**config.mk**
```make
export PLATFORM = sky130hd
export DESIGN_NAME = attn_dot_mac
export DESIGN_NICKNAME = d
export VERILOG_FILES = /design/src/rtl/attn_dot_mac.sv
export SDC_FILE = /design/constraint.sdc
export NUM_CORES = 1
export LEC_CHECK = 0
export ABC_AREA = 1
export CORE_ASPECT_RATIO = 1.75
export CORE_MARGIN = 2
export CORE_UTILIZATION = 45
export CTS_CLUSTER_DIAMETER = 120
export DETAILED_ROUTE_END_ITERATION = 8
export PLACE_DENSITY_LB_ADDON = 0.08
export SETUP_SLACK_MARGIN = 0.05
export SLEW_MARGIN = 30
export SYNTH_ARGS = -nofsm -noshare
export SYNTH_HDL_FRONTEND = slang
export SYNTH_SLANG_ARGS = --single-unit
```
**constraint.sdc**
```tcl
create_clock -name clk -period 11.8 [get_ports clk]
set_clock_uncertainty 0.05 [all_clocks]
set_input_delay 1.18 -clock clk [delete_from_list [all_inputs] [get_ports clk]]
set_output_delay 1.18 -clock clk [all_outputs]
set_load 0.03 [all_outputs]
```
**src/rtl/attn_dot_mac.sv**
```systemverilog
// Streaming signed dot-product engine for the attention score path.
// Operands arrive as alternating a/b words on a valid/ready slave stream; after
// N_FEAT products the accumulator is shifted, clipped or truncated, and the
// resulting score is held on a valid/ready master stream until it is accepted.
module attn_dot_mac #(
  parameter int DATA_W = 8,
  parameter int N_FEAT = 4,
  parameter int OUT_W  = 8,
  parameter int SHIFT  = 0,
  parameter int SAT    = 1
) (
  input  logic              clk,
  input  logic              rst_n,
  input  logic [DATA_W-1:0] in_data,
  input  logic              in_vld,
  output logic              in_rdy,
  output logic [OUT_W-1:0]  out_data,
  output logic              out_sat,
  output logic              out_vld,
  input  logic              out_rdy,
  output logic              busy
);

  localparam int ACC_W = 2*DATA_W + $clog2(N_FEAT);
  localparam int CNT_W = (N_FEAT > 1) ? $clog2(N_FEAT) : 1;
  // One bit wider than both the accumulator and the score so the clip limits
  // and the shifted value compare without wrapping for any OUT_W/ACC_W mix.
  localparam int EXT_W = ((ACC_W > OUT_W) ? ACC_W : OUT_W) + 1;

  localparam logic signed [EXT_W-1:0] MAX_V = {{(EXT_W-OUT_W+1){1'b0}}, {(OUT_W-1){1'b1}}};
  localparam logic signed [EXT_W-1:0] MIN_V = {{(EXT_W-OUT_W+1){1'b1}}, {(OUT_W-1){1'b0}}};

  typedef enum logic [1:0] {GET_A, GET_B, OUT} state_t;

  state_t                    state, state_nxt;
  logic signed [DATA_W-1:0]  a_reg;
  logic signed [ACC_W-1:0]   acc;
  logic signed [ACC_W-1:0]   acc_final;
  logic signed [ACC_W-1:0]   shifted;
  logic signed [2*DATA_W-1:0] prod;
  logic signed [EXT_W-1:0]   s_ext;
  logic [CNT_W-1:0]          cnt;
  logic [OUT_W-1:0]          score;
  logic                      clip;
  logic                      in_hs;
  logic                      last;

  assign in_hs = in_vld & in_rdy;
  assign last  = (cnt == CNT_W'(N_FEAT-1));

  // State register.
  always_ff @(posedge clk or negedge rst_n) begin
    if (!rst_n) begin
      state <= GET_A;
    end else begin
      state <= state_nxt;
    end
  end

  // Next-state and slave ready; ready depends on state only.
  always_comb begin
    state_nxt = state;
    in_rdy    = 1'b0;
    case (state)
      GET_A: begin
        in_rdy = 1'b1;
        if (in_vld) state_nxt = GET_B;
      end
      GET_B: begin
        in_rdy = 1'b1;
        if (in_vld) state_nxt = last ? OUT : GET_A;
      end
      OUT: begin
        if (out_rdy) state_nxt = GET_A;
      end
      default: state_nxt = GET_A;
    endcase
  end

  // Product, running sum including the current product, and score formatting.
  always_comb begin
    prod      = (2*DATA_W)'(a_reg) * (2*DATA_W)'($signed(in_data));
    acc_final = acc + ACC_W'(prod);
    shifted   = acc_final >>> SHIFT;
    s_ext     = EXT_W'(shifted);
    score     = s_ext[OUT_W-1:0];
    clip      = 1'b0;
    if (SAT != 0) begin
      if (s_ext > MAX_V) begin
        score = MAX_V[OUT_W-1:0];
        clip  = 1'b1;
      end else if (s_ext < MIN_V) begin
        score = MIN_V[OUT_W-1:0];
        clip  = 1'b1;
      end
    end
  end

  // Operand capture, accumulation, feature counter and registered score outputs.
  always_ff @(posedge clk or negedge rst_n) begin
    if (!rst_n) begin
      a_reg    <= '0;
      acc      <= '0;
      cnt      <= '0;
      out_data <= '0;
      out_sat  <= 1'b0;
      out_vld  <= 1'b0;
      busy     <= 1'b0;
    end else begin
      case (state)
        GET_A: begin
          if (in_hs) begin
            a_reg <= $signed(in_data);
            busy  <= 1'b1;
          end
        end
        GET_B: begin
          if (in_hs) begin
            acc <= acc_final;
            if (last) begin
              cnt      <= '0;
              out_data <= score;
              out_sat  <= clip;
              out_vld  <= 1'b1;
            end else begin
              cnt <= cnt + CNT_W'(1);
            end
          end
        end
        OUT: begin
          if (out_rdy) begin
            out_vld <= 1'b0;
            acc     <= '0;
            busy    <= 1'b0;
          end
        end
        default: ;
      endcase
    end
  end

endmodule
```
Yosys cells after proc, flatten, opt, wreduce, memory -nomap -nowiden
Cells that the tools add are included.
- bits in latches: 0
- ROM bits: 0
- RAM bits: 0
- register bits: 41
- logic and storage cells: 54
- memories kept: 0
- output and inout port bits: 12
- divide/modulo/power cells: 0
- eq/ne operators: 9
- $lt $le $gt $ge: 2
- bitwise logic cells: 1
- mux-type cells: 20
- multipliers: 1
- shift-type cells: 0
- reduce and logical (&&, ||, !) cells: 11
- add/sub/neg operators: 2
- operators with widths (cell ; number):
    18-bit 2-to-1 mux ; 2
    18-bit case mux with 2 select lines ; 1
    18-bit by 16-bit adder with 18-bit output ; 1
    18-bit by 8-bit > comparator with 1-bit output, second input constant ; 1
    18-bit by 8-bit less-than comparator with 1-bit output, second input constant ; 1
    8-bit by 8-bit multiplier with 16-bit output ; 1
    8-bit 2-to-1 mux ; 2
    2-bit != test, second input constant ; 6
    3-bit AND reduction ; 4
    2-bit 2-to-1 mux ; 5
    1-bit 2-to-1 mux ; 7
    2-bit case mux with 3 select lines ; 1
    2-bit == test, second input constant ; 2
    1-bit case mux with 2 select lines ; 2
    2-bit AND reduction ; 2
    4-bit AND reduction ; 1
    2-bit nonzero test ; 2
    2-bit by 1-bit adder with 2-bit output, second input constant ; 1
    2-bit by 1-bit == test with 1-bit output, second input constant ; 1
    2-bit logical NOT ; 1
    2-bit OR reduction ; 1
    1-bit AND ; 1

Longest topological paths before layout
- word-level depth: 6
- mapped depth: 29
- depth with buffers taken out: 28

Least setup slack after synthesis
No wires, ideal clock.
- kind: input to register
- start: input in_data[7]
- end: register out_data[0]
- slack: 5.913 ns
- setup time: 0.117 ns
- arrival: 5.721 ns
- data required time: 11.633 ns
- stages: 21
- cell sequence: clkinv_1 -> or2_2 -> fa_1 -> fa_1 -> inv_1 -> fa_1 -> fa_1 -> fa_1 -> ha_1 -> a21oi_2 -> nand2_1 -> xnor2_1 -> nand2_1 -> nor2_1 -> nand4_1 -> nor2_1 -> nand4_1 -> nand2_2 -> nand2_1 -> nand2_1 -> nand2_1
- longest elaborated chain between the ends: 5
- RTL lines (what ; RTL line ; source):
    start, declared ; 14 ; input logic [DATA_W-1:0] in_data,
    8-bit by 8-bit multiplier with 16-bit output (*) ; 82 ; prod = (2*DATA_W)'(a_reg) * (2*DATA_W)'($signed(in_data));
    18-bit by 16-bit adder with 18-bit output (*) ; 83 ; acc_final = acc + ACC_W'(prod);
    18-bit by 8-bit less-than comparator with 1-bit output ; 92 ; end else if (s_ext < MIN_V) begin
    8-bit 2-to-1 mux ; 92 ;
    8-bit 2-to-1 mux (*) ; 89 ; if (s_ext > MAX_V) begin
    end signal, assigned ; 122 ; out_data <= score;
    end, declared ; 17 ; output logic [OUT_W-1:0] out_data,
Mark *: on every way between the ends. The rest lies on a longest branch, timed or not.
A chain may end at the register's enable or synchronous reset.

Worst setup path in the final report
- start: input in_data[7]
- end: register out_data[2]
Same word-level chain as after synthesis.

==> results_dict.tcl <==
set metrics [dict create \
    slowest_stage "fa_1" \
    cts.sinks 41 \
    path_buf_inv 3 \
    synthSimpleGateAreaFrac_pct 21.5 \
    cts_tree "done" \
    max_freq_mhz 150 \
    drt-initial-drc-count 165 \
    synth.distinct_cells 30 \
    synth-edff-count 0 \
    cts_resized 0 \
    slew_headroom_pct 50.3 \
    largest_reg_flops 18 \
    ys_seq_area_share_pct 19.4 \
    io_pins 24 \
    track_usage_pct 21.6 \
    multi_input_area_sq_mm 0.00359 \
    clk_pin_slew_ns 0.06 \
    synth_top_family_by_area "adder cells" \
    reg2regPathDepth 20 \
    initial_core_util_pct 45.9 \
    gp_congestion 0.912 \
    ys_warn_count 0 \
    die-width_microns 86.0 \
    avgSynthCellArea_sq_um 7.93 \
    synth-seq-cells 41 \
    dpl.hpwl_microns 10300 \
    rsz0062_at_grt "no" \
    dieHeight_microns 147 \
    routed_via_density 5.01 \
    synth-compound-area-share_pct 3.78 \
    end_kind "flip-flop" \
    startpoint_type "primary input" \
    grt_pass1_wl_microns 21400 \
    postCtsSetupRepairBufs 0 \
    layout_min_cycle_time_ns 6.67 \
    critical_path.max_stage_delay_ns 0.58 \
    seq_area_sq_mm 0.00103 \
    synth_area_leader_cell "fa_1" \
    timing.setup.tns_ns 0 \
    area_growth_pct 9.36 \
    grt_overflow_total 0 \
    muxShareOfSynthArea_pct 1.49 \
    path_depth 22 \
    wl_per_cell_microns 14.9 \
    antenna_found_initial 0 \
    htree_levels 2 \
    mostFrequentLayoutCells "nand2_1, inv_1, fa_1, ha_1, dfrtp_1" \
    row_count 52 \
    crit_family "adder cells" \
    ant_nets 0 \
    synth_xor_area_share_pct 0.662 \
    status "completed" \
    synthFlopType "dfrtp_1" \
    design.die.area_sq_mm 0.0127 \
    maxCapViolCount 0 \
    critPathMaxFanout 10 \
    hold_class "reg -> reg" \
    cts_buffers 5 \
    synthAdderAreaFrac_pct 40.4 \
    arrival_ns 6.79 \
    syn-num-nets 802 \
    hold_viol 0 \
    fill_cells 1155 \
    worstSetupPathType "in -> reg" \
    syn_inst 667 \
    drive_gt1_share_pct 3.98 \
    slew_violations 0 \
    drtPass1Iterations 5 \
    clock_latency_ns 0.29 \
    synth_top_area_share_pct 30.3 \
    root_buffer "clkbuf_16" \
    cts_hold_buf 0 \
    wl_microns 12100 \
    min_delay_path_depth 2 \
    drc_errors 0 \
    grt_pass1_vias 4383 \
    cp_cell_sequence "clkdlybuf4s50_1 > clkinv_1 > or2_2 > fa_1 > fa_1 > inv_1 > fa_1 > fa_1 > fa_1 > ha_1 > a21oi_2 > nand2_1 > xnor2_1 > nand2_1 > nor2_1 > nand4_1 > nor2_1 > nand4_1 > nand2_2 > nand2_1 > nand2_1 > nand2_1" \
    period_share_pct 56.5 \
    antenna_cells 0 \
    finalNetCount 812 \
    finalSetupViolCount 0 \
    cp_data_required_time_ns 11.92 \
    dr_total_vias 4073 \
    tightest_slew_ns 0.744 \
    synthesis.area_sq_mm 0.00529 \
    synth_area_leaders "fa_1, dfrtp_1, nand2_1, inv_1, ha_1" \
    grt_start_max_net_pins 27 \
    core_sq_mm 0.0115 \
    io_buffers 23 \
    synthArstFlopShare_pct 100 \
    clock_path_buffers 2 \
    final_common_cell "nand2_1" \
]
-- worst reg2reg max path, cell delays in order, from the launching register on --
cell	delay, ns
dfrtp_1	0.50
or2_2	0.36
fa_1	0.50
fa_1	0.54
inv_1	0.05
fa_1	0.52
fa_1	0.59
fa_1	0.43
ha_1	0.40
a21oi_2	0.16
nand2_1	0.12
xnor2_1	0.30
nand2_1	0.08
nor2_1	0.13
nand4_1	0.12
nor2_1	0.11
nand4_1	0.10
nand2_2	0.15
nand2_1	0.07
nand2_1	0.06
nand2_1	0.05
-- worst paths after layout --
kind / startpoint / endpoint / slack [ns]
max in group asynchronous: rst_n / out_data[6]$_DFFE_PN0P_ / 10.34
max: in_data[7] / out_data[2]$_DFFE_PN0P_ / 5.13
min in group asynchronous: rst_n / a_reg[4]$_DFFE_PN0P_ / 0.84
min reg2reg: out_data[3]$_DFFE_PN0P_ / out_data[3]$_DFFE_PN0P_ / 0.43
max reg2reg: a_reg[0]$_DFFE_PN0P_ / out_data[2]$_DFFE_PN0P_ / 6.28
min: out_data[3]$_DFFE_PN0P_ / out_data[3]$_DFFE_PN0P_ / 0.43
-- cell type report --
type | count | share of cell area (%)
Inverter | 158 | 10.2
Clock buffer | 6 | 2.40
Multi-Input combinational cell | 447 | 62.1
Tap cell | 135 | 2.92
Timing Repair Buffer | 24 | 4.37
Clock inverter | 2 | 0.238
Sequential cell | 41 | 17.7
-- cell usage after synthesis (2+ instances only) --
cell	number
nand2_1	192
ha_1	43
inv_1	157
nor2_1	32
nand3_1	33
nor3_1	2
nor2_2	3
nand2_2	4
o21ai_0	20
mux2_2	7
nand4_1	8
clkbuf_1	21
o21a_1	2
a21oi_1	3
fa_1	80
o21bai_1	2
o22ai_1	2
dfrtp_1	41
xnor2_1	4
-- metrics by stage --
stage                     hold WS (ns)  cell area [sq um]  worst slack [ns]  std cells  utilization, %
final                            0.433               5790              5.13        813            50.2
after global routing             0.469               5790              4.72        813            50.2
after CTS                        0.436               5790              5.07        813            50.2
after detailed placement         0.419               5630              4.77        805            48.9
after global placement           0.416               5610              4.77        804            48.7
after floorplan                  0.396               5290              5.91        667               -
-- kinds of logic (layout without fill, tap and decap cells) --
| family | Yosys count | in the layout |
|---|---|---|
| xor gates and xnor gates | 4 | 4 |
| and+or+nand+nor | 278 | 278 |
| AOI/OAI and AO/OA | 35 | 35 |
| muxes | 7 | 7 |
| DFF | 41 | 41 |
| buffers and inverters | 179 | 190 |
| adders and majority gates | 123 | 123 |
-- routing by layer --
metal  up-vias  part of all wire, %  GRT usage (%)
met3        14                  1.7           1.84
li1       1994                    -              -
met5         -                    0              0
met2        52                   58           41.1
met1      2013                   38           25.1
met4         0                  2.5           6.51
Power is left out: the tool's default activity adds up to more than one toggle a clock period on the data nets, which glitch-free logic cannot reach.
